[config.mk]
export PLATFORM = sky130hd
export DESIGN_NAME = spi_flash_line_buffer
export DESIGN_NICKNAME = d
export VERILOG_FILES = /design/src/rtl/spi_flash_line_buffer.sv
export SDC_FILE = /design/constraint.sdc
export NUM_CORES = 1
export LEC_CHECK = 0
export CELL_PAD_IN_SITES_DETAIL_PLACEMENT = 1
export CELL_PAD_IN_SITES_GLOBAL_PLACEMENT = 1
export CORE_MARGIN = 5
export CORE_UTILIZATION = 48
export CTS_CLUSTER_SIZE = 20
export DETAILED_ROUTE_END_ITERATION = 12
export PLACE_DENSITY_LB_ADDON = 0.1
export SYNTH_ARGS = -nofsm -noshare
export SYNTH_HDL_FRONTEND = slang
export SYNTH_SLANG_ARGS = --single-unit
[constraint.sdc]
create_clock -name clk_i -period 5 [get_ports clk_i]
set_clock_uncertainty 0.2 [all_clocks]
set_input_delay 1.25 -clock clk_i [delete_from_list [all_inputs] [get_ports clk_i]]
set_output_delay 1.25 -clock clk_i [all_outputs]
set_load 0.01 [all_outputs]
[src/rtl/spi_flash_line_buffer.sv]
// Single-line, read-only prefetch buffer in front of the OBI SPI flash reader.
// A hit answers one cycle after grant; a miss refills the whole aligned line
// one downstream word at a time and then answers the requested word.
module spi_flash_line_buffer #(
    parameter int unsigned LINE_WORDS = 4,
    parameter int unsigned ADDR_WIDTH = 32
) (
    input  logic                  clk_i,
    input  logic                  rst_i,
    input  logic                  flush_i,
    input  logic                  s_req_i,
    output logic                  s_gnt_o,
    input  logic [ADDR_WIDTH-1:0] s_addr_i,
    input  logic                  s_we_i,
    output logic                  s_rvalid_o,
    output logic [31:0]           s_rdata_o,
    output logic                  m_req_o,
    input  logic                  m_gnt_i,
    output logic [ADDR_WIDTH-1:0] m_addr_o,
    input  logic                  m_rvalid_i,
    input  logic [31:0]           m_rdata_i,
    output logic                  hit_o,
    output logic                  miss_o
);

    localparam int unsigned IDX_W = $clog2(LINE_WORDS);
    localparam int unsigned OFF   = IDX_W + 2;
    localparam int unsigned TAG_W = ADDR_WIDTH - OFF;

    typedef enum logic [1:0] {IDLE, REQ, WAIT, RESP} state_t;

    state_t           state_q, state_d;
    logic             valid_q;
    logic             flush_pending_q;
    logic [TAG_W-1:0] tag_q;
    logic [IDX_W-1:0] idx_q;
    logic [IDX_W-1:0] cnt_q;
    logic [31:0]      line_q [LINE_WORDS];
    logic             rvalid_q;
    logic [31:0]      rdata_q;

    // Host address decode; the byte lane bits carry no information here.
    logic [TAG_W-1:0] s_tag;
    logic [IDX_W-1:0] s_idx;
    logic             unused_byte_bits;
    assign s_tag            = s_addr_i[ADDR_WIDTH-1:OFF];
    assign s_idx            = s_addr_i[OFF-1:2];
    assign unused_byte_bits = ^s_addr_i[1:0];

    logic accept, is_hit, rd_hit, rd_miss, last_word;
    assign accept    = (state_q == IDLE) && s_req_i;
    assign is_hit    = valid_q && (s_tag == tag_q);
    assign rd_hit    = accept && !s_we_i && is_hit;
    assign rd_miss   = accept && !s_we_i && !is_hit;
    assign last_word = (cnt_q == IDX_W'(LINE_WORDS - 1));

    // Next-state and per-state outputs of the fill sequencer.
    always_comb begin
        // NOTE: every output gets a default first so no path leaves a latch behind.
        state_d  = state_q;
        s_gnt_o  = 1'b0;
        m_req_o  = 1'b0;
        m_addr_o = '0;
        hit_o    = 1'b0;
        miss_o   = 1'b0;
        case (state_q)
            IDLE: begin
                s_gnt_o = s_req_i;
                hit_o   = rd_hit;
                miss_o  = rd_miss;
                if (rd_miss) state_d = REQ;
            end
            REQ: begin
                m_req_o  = 1'b1;
                // The counter sits below the tag, so the word address never carries into it.
                m_addr_o = {tag_q, cnt_q, 2'b00};
                if (m_gnt_i) state_d = WAIT;
            end
            WAIT: begin
                if (m_rvalid_i) state_d = last_word ? RESP : REQ;
            end
            RESP: begin
                state_d = IDLE;
            end
            default: state_d = IDLE;
        endcase
    end

    // State register plus line bookkeeping (tag, valid, flush tracking, fill counter).
    always_ff @(posedge clk_i) begin
        // NOTE: sequential state uses non-blocking assignments so every flop sees pre-edge values.
        if (rst_i) begin
            state_q         <= IDLE;
            valid_q         <= 1'b0;
            flush_pending_q <= 1'b0;
            tag_q           <= '0;
            idx_q           <= '0;
            cnt_q           <= '0;
            rvalid_q        <= 1'b0;
            rdata_q         <= '0;
        end else begin
            state_q  <= state_d;
            // Hits and writes answer next cycle; writes answer with zero data.
            rvalid_q <= accept && !rd_miss;
            rdata_q  <= rd_hit ? line_q[s_idx] : '0;
            case (state_q)
                IDLE: begin
                    if (rd_miss) begin
                        tag_q           <= s_tag;
                        idx_q           <= s_idx;
                        cnt_q           <= '0;
                        valid_q         <= 1'b0;
                        flush_pending_q <= 1'b0;
                    end else if (flush_i) begin
                        valid_q <= 1'b0;
                    end
                end
                REQ: begin
                    if (flush_i) flush_pending_q <= 1'b1;
                end
                WAIT: begin
                    if (flush_i) flush_pending_q <= 1'b1;
                    if (m_rvalid_i && !last_word) cnt_q <= cnt_q + IDX_W'(1);
                end
                RESP: begin
                    // A flush seen at any point of the fill leaves the new line invalid.
                    valid_q         <= !(flush_pending_q || flush_i);
                    flush_pending_q <= 1'b0;
                end
                default: ;
            endcase
        end
    end

    // Line data array, written one word per downstream response.
    always_ff @(posedge clk_i) begin
        // NOTE: the data array is not reset; valid_q guards every read of it.
        if (state_q == WAIT && m_rvalid_i) line_q[cnt_q] <= m_rdata_i;
    end

    assign s_rvalid_o = rvalid_q || (state_q == RESP);
    assign s_rdata_o  = (state_q == RESP) ? line_q[idx_q] : rdata_q;

`ifndef SYNTHESIS
    a_addr_stable: assert property (@(posedge clk_i) disable iff (rst_i)
        (m_req_o && !m_gnt_i) |=> $stable(m_addr_o));
    a_gnt_idle: assert property (@(posedge clk_i) disable iff (rst_i)
        s_gnt_o |-> (state_q == IDLE));
`endif

endmodule

-- Yosys cells after proc, flatten, opt, wreduce, memory -nomap -nowiden
Memory sizes are Yosys's and may differ from the RTL's. A register that Yosys moved wholly into a read port is not among the register bits.
Cells that the tools add are included.
- bits in writable memories: 128
- memories: 1
- bits in read-only memories: 0
- bits in latches: 0
- input port bits: 71
- logic and storage cells: 70
- register bits after elaboration: 37
- memories (name ; depth ; width ; read ports ; clocked after Yosys merged registers in ; wr ports ; line ; text):
    line_q ; 4 ; 32 ; 2 ; 2 ; 1 ; 38 ; logic [31:0] line_q [LINE_WORDS];
- $mul: 0
- $add $sub $neg: 1
- eq/ne operators: 11
- reductions and logical operators: 25
- shift-type cells: 0
- magnitude comparators: 0
- multiplexer cells: 24
- div/mod/pow operators: 0
- bitwise gates (word level): 1
- operator list (cell ; count):
    2-to-1 mux 32 bit ; 2
    == test 28 bit ; 1
    2-to-1 mux 2 bit ; 8
    2-to-1 mux 1 bit ; 10
    logical AND 1 bit ; 8
    != test 2 bit, second input constant ; 4
    case mux 2 bit (4 select lines) ; 1
    == test 2 bit, second input constant ; 3
    AND reduction 2 bit ; 3
    AND reduction 3 bit ; 2
    logical NOT 1 bit ; 5
    case mux 2 bit (2 select lines) ; 1
    nonzero test 2 bit ; 2
    OR reduction 2 bit ; 2
    != test 3 bit, second input constant ; 1
    case mux 1 bit (3 select lines) ; 1
    adder 2 x 1 -> 2 bit, second input constant ; 1
    == test 2 x 1 -> 1 bit, second input constant ; 1
    logical NOT 2 bit ; 1
    logical OR 1 bit ; 2
    != test 2 x 1 -> 1 bit, second input constant ; 1
    case mux 1 bit (2 select lines) ; 1
    inverter 1 bit ; 1

-- Logic depth before layout (Yosys ltp)
- word-level depth: 7
- gate-level depth with buffers: 9

-- Worst setup path after synthesis
OpenSTA, ideal clock, no wires.
- path type: input to output
- from: input s_addr_i[26]
- to: output miss_o
- arrival time: 2.610 ns
- setup slack: 0.940 ns
- stages on the path: 6
- buffers on the path: 1
- cell sequence: xnor2_1 -> nand4_1 -> or4_4 -> o21ai_2 -> inv_2 -> clkbuf_1
- longest elaborated chain between the ends: 5
- RTL lines (element ; line ; text):
    from (decl) ; 13 ; input logic [ADDR_WIDTH-1:0] s_addr_i,
    == test 28 bit ; 52 ; assign is_hit = valid_q && (s_tag == tag_q);
    logical AND 1 bit ; 52 ;
    logical NOT 1 bit ; 54 ; assign rd_miss = accept && !s_we_i && !is_hit;
    logical AND 1 bit ; 54 ;
    2-to-1 mux 1 bit ; 66 ; case (state_q)
    to (decl) ; 23 ; output logic miss_o
Every way passes these cells.

-- Final worst setup path
Same ends and word-level chain as after synthesis.

==> reports/qor.txt <==
Hold_sp: tag_q[7]
Die Wd: 145.3 µm
Drt drc: 0
PD cells: 351.6 nW/µm²
Tmin final: 4.597 ns
Detailed Route Iter0 Violations: 252
First-pass DRT Iterations: 4
CP Max Fanout: 2
Cell-internal power: 2.821 mW
Max Buffers Root-to-Sink: 2
Startpoint Class: input pin
R2R Path Start: tag_q[22]
Switching share of power: 26.42%
Placer Congestion: 0.7747
Layout net count: 792
Setup Fix Bufs, Post-CTS: 0
Clock buffer count from CTS: 17
FF+latch area: 5268 µm²
Synth unique cells: 47
Commonest non-fill, non-tap cell in the layout: clkdlybuf4s50_1
Critical-path cell list: clkdlybuf4s50_1 > xnor2_1 > nand4_1 > or4_4 > buf_4 > o21ai_2 > inv_2 > dlymetal6s2s_1
Initial antenna violation count: 1
Hold_buf cts: 0
Total congestion overflow: 0
Rel. slew slack: 33.92%
Final hold violations: 0
Root buf cell: clkbuf_16
Total Power: 3.834 mW
Setup TNS: 0 ns
Post-synth EDFFs: 128
Slowest-stage cell, CP: or4_4
Detail Route Antenna Nets: 0
Worst hold path depth: 2
Most frequent cells in the layout: clkdlybuf4s50_1 (131), edfxtp_1 (128), dfxtp_1 (69), mux4_2 (64), nand2_1 (58)
Std cell rows: 49
Pin count of the biggest net entering global routing: 39
Setup crit end kind: primary output
Vias: 5298
Outcome: completed
Core Area: 17960 µm²
Worst r2r dst: rdata_q[8]
Final setup viols: 0
Leak: 3.677 nW
Vias in the first global route: 6029
Cell area after synthesis: 8785 µm²
GRT Util Overall: 20.15%
Post-Syn Area per Cell: 14.99 µm²
Initial Util: 48.90%
Sequential share of the synthesized area: 59.93%
Predominant post-synthesis flop cell: edfxtp_1
Port Buf Inserts: 135
Post-CTS sizing: 0
Yosys reg bits: 199
Number of vias per cell: 5.553
Asr flop ratio synth: 0%
Count of pins over their slew limit: 0
Crit path required time: 3.55 ns
Register-to-Register Path Depth: 7
Ratio of cells with drive above 1 in the final layout: 21.52%
Endpoint, Worst Hold: tag_q[7]
Worst min-delay path class: flip-flop to flip-flop
R2R setup slack: 2.26 ns
# diodes: 0
CTS HTree Levels: 4
Syn Inst Count: 586
CTS tree: built
Worst slew pin tran: 0.9912 ns
Clk_lat worst skew: 0.43 ns
Per-cell routed wire length: 22.00 µm
Data arrival, critical path: 3.15 ns
Clock-pin slew on the worst setup and hold paths: 0.08 ns
Combinational Power Share: 16.7%
Net Sw Power: 1.013 mW
Total of max-cap violations: 0
Die Area: 21110 µm²
Synthesis-to-layout area growth: 24.11%
Chip height: 145.3 µm
Worst VDD drop: 251.4 µV
Global-route wire length before repair: 33.20 mm
Syn. warnings: 0
Largest stage delay, worst path: 0.57 ns
Critical path class: input pin to primary output
Fin crit share: 91.95%
Number of fill cells: 1644
Detailed Place HPWL: 13.65 mm
Wirelength, routed: 20.99 mm
Area of the multi-input gates: 3309 µm²
Unrepaired setup endpoints after global routing: no
Clock power frac: 34.6%
# IOs: 140
Peak Freq: 217.5 MHz
Clock Sinks: 199
Sequential Power Share: 48.8%
through the flow:
step	util (%)	worst slack, ns	area (µm²)	instances	hold WS (ns)
after floorplan	-	0.9401	8788	587	0.2311
after global placement	57.50	0.002272	10330	922	0.2467
after detailed placement	57.50	0.01833	10330	922	0.2743
after CTS	60.67	0.003934	10900	954	0.2837
after global routing	60.70	0.2944	10900	954	0.3073
final	60.70	0.4026	10900	954	0.2795
power by group through the flow:
stage | combinational, mW | clock (mW) | sequential, mW
detailed placement | 0.648 | 0 | 1.91
CTS | 0.653 | 1.35 | 1.87
global route | 0.700 | 1.43 | 1.88
finish | 0.639 | 1.32 | 1.87
floorplan | 0.408 | 0 | 1.87
global placement | 0.626 | 0 | 1.90
layer usage:
metal  vias to the layer above  track usage [%]  routed length [µm]
met1                      2718            24.46                8607
li1                       2447                -                   -
met4                         2            5.597                 285
met3                        22            3.960                 696
met5                         -                0                  20
met2                       109            36.62               11380
how the worst max path moves through the flow:
stage                       from  endpoint  slack (ns)  cells past startpoint
finish              s_addr_i[26]    miss_o        0.40                      8
global route        s_addr_i[19]    miss_o        0.29                      8
floorplan           s_addr_i[26]    miss_o        0.94                      6
CTS                 s_addr_i[26]     hit_o       0.004                      7
detailed placement  s_addr_i[26]     hit_o        0.02                      7
global placement    s_addr_i[21]     hit_o       0.002                      7
critical path, delay by kind of cell:
family | cells | cell delay (ns)
compound gates | 1 | 0.17
xor+xnor | 1 | 0.14
buf+inv | 4 | 0.87
simple gates | 2 | 0.72
cell families after synthesis:
group / share of synthesized area [%]
mux: 21.08
flops: 59.93
xor+xnor: 2.792
simple gates: 9.002
compound gates: 3.347
other cells: 0.04269
buf+inv: 2.521
fa+ha+maj: 1.282
cells in the mapped netlist (5+ instances only):
| master | count | area (µm²) |
|---|---|---|
| edfxtp_1 | 128 | 3844 |
| dfxtp_1 | 71 | 1421 |
| mux4_2 | 64 | 1441 |
| nand2_1 | 58 | 217.7 |
| a21oi_1 | 32 | 160.2 |
| mux2_2 | 32 | 360.4 |
| and2_1 | 30 | 187.7 |
| nor2b_1 | 29 | 181.4 |
| clkbuf_1 | 22 | 82.58 |
| xor2_1 | 15 | 131.4 |
| xnor2_1 | 13 | 113.9 |
| ha_1 | 9 | 112.6 |
| inv_1 | 9 | 33.78 |
| buf_1 | 6 | 22.52 |
| buf_2 | 6 | 30.03 |
| nor2_1 | 6 | 22.52 |
| mux2i_1 | 5 | 50.05 |
cell type report:
class                           count  share of cell area, %
Sequential cell                   199                  48.31
Multi-Input combinational cell    339                  30.35
Timing Repair Buffer              145                  13.15
Clock buffer                       17                  3.902
Tap cell                          229                  2.628
Clock inverter                     15                  1.308
Inverter                           10                 0.3443
state kept, by name, summed over array words and instances (netlist names), named ones only:
name             cells
tag_q               28
cnt_q                2
flush_pending_q      1
rdata_q             32
rvalid_q             1
state_q              2
line_q             128
valid_q              1
idx_q                2
No activity file was read; power rests on OpenSTA's default activity.
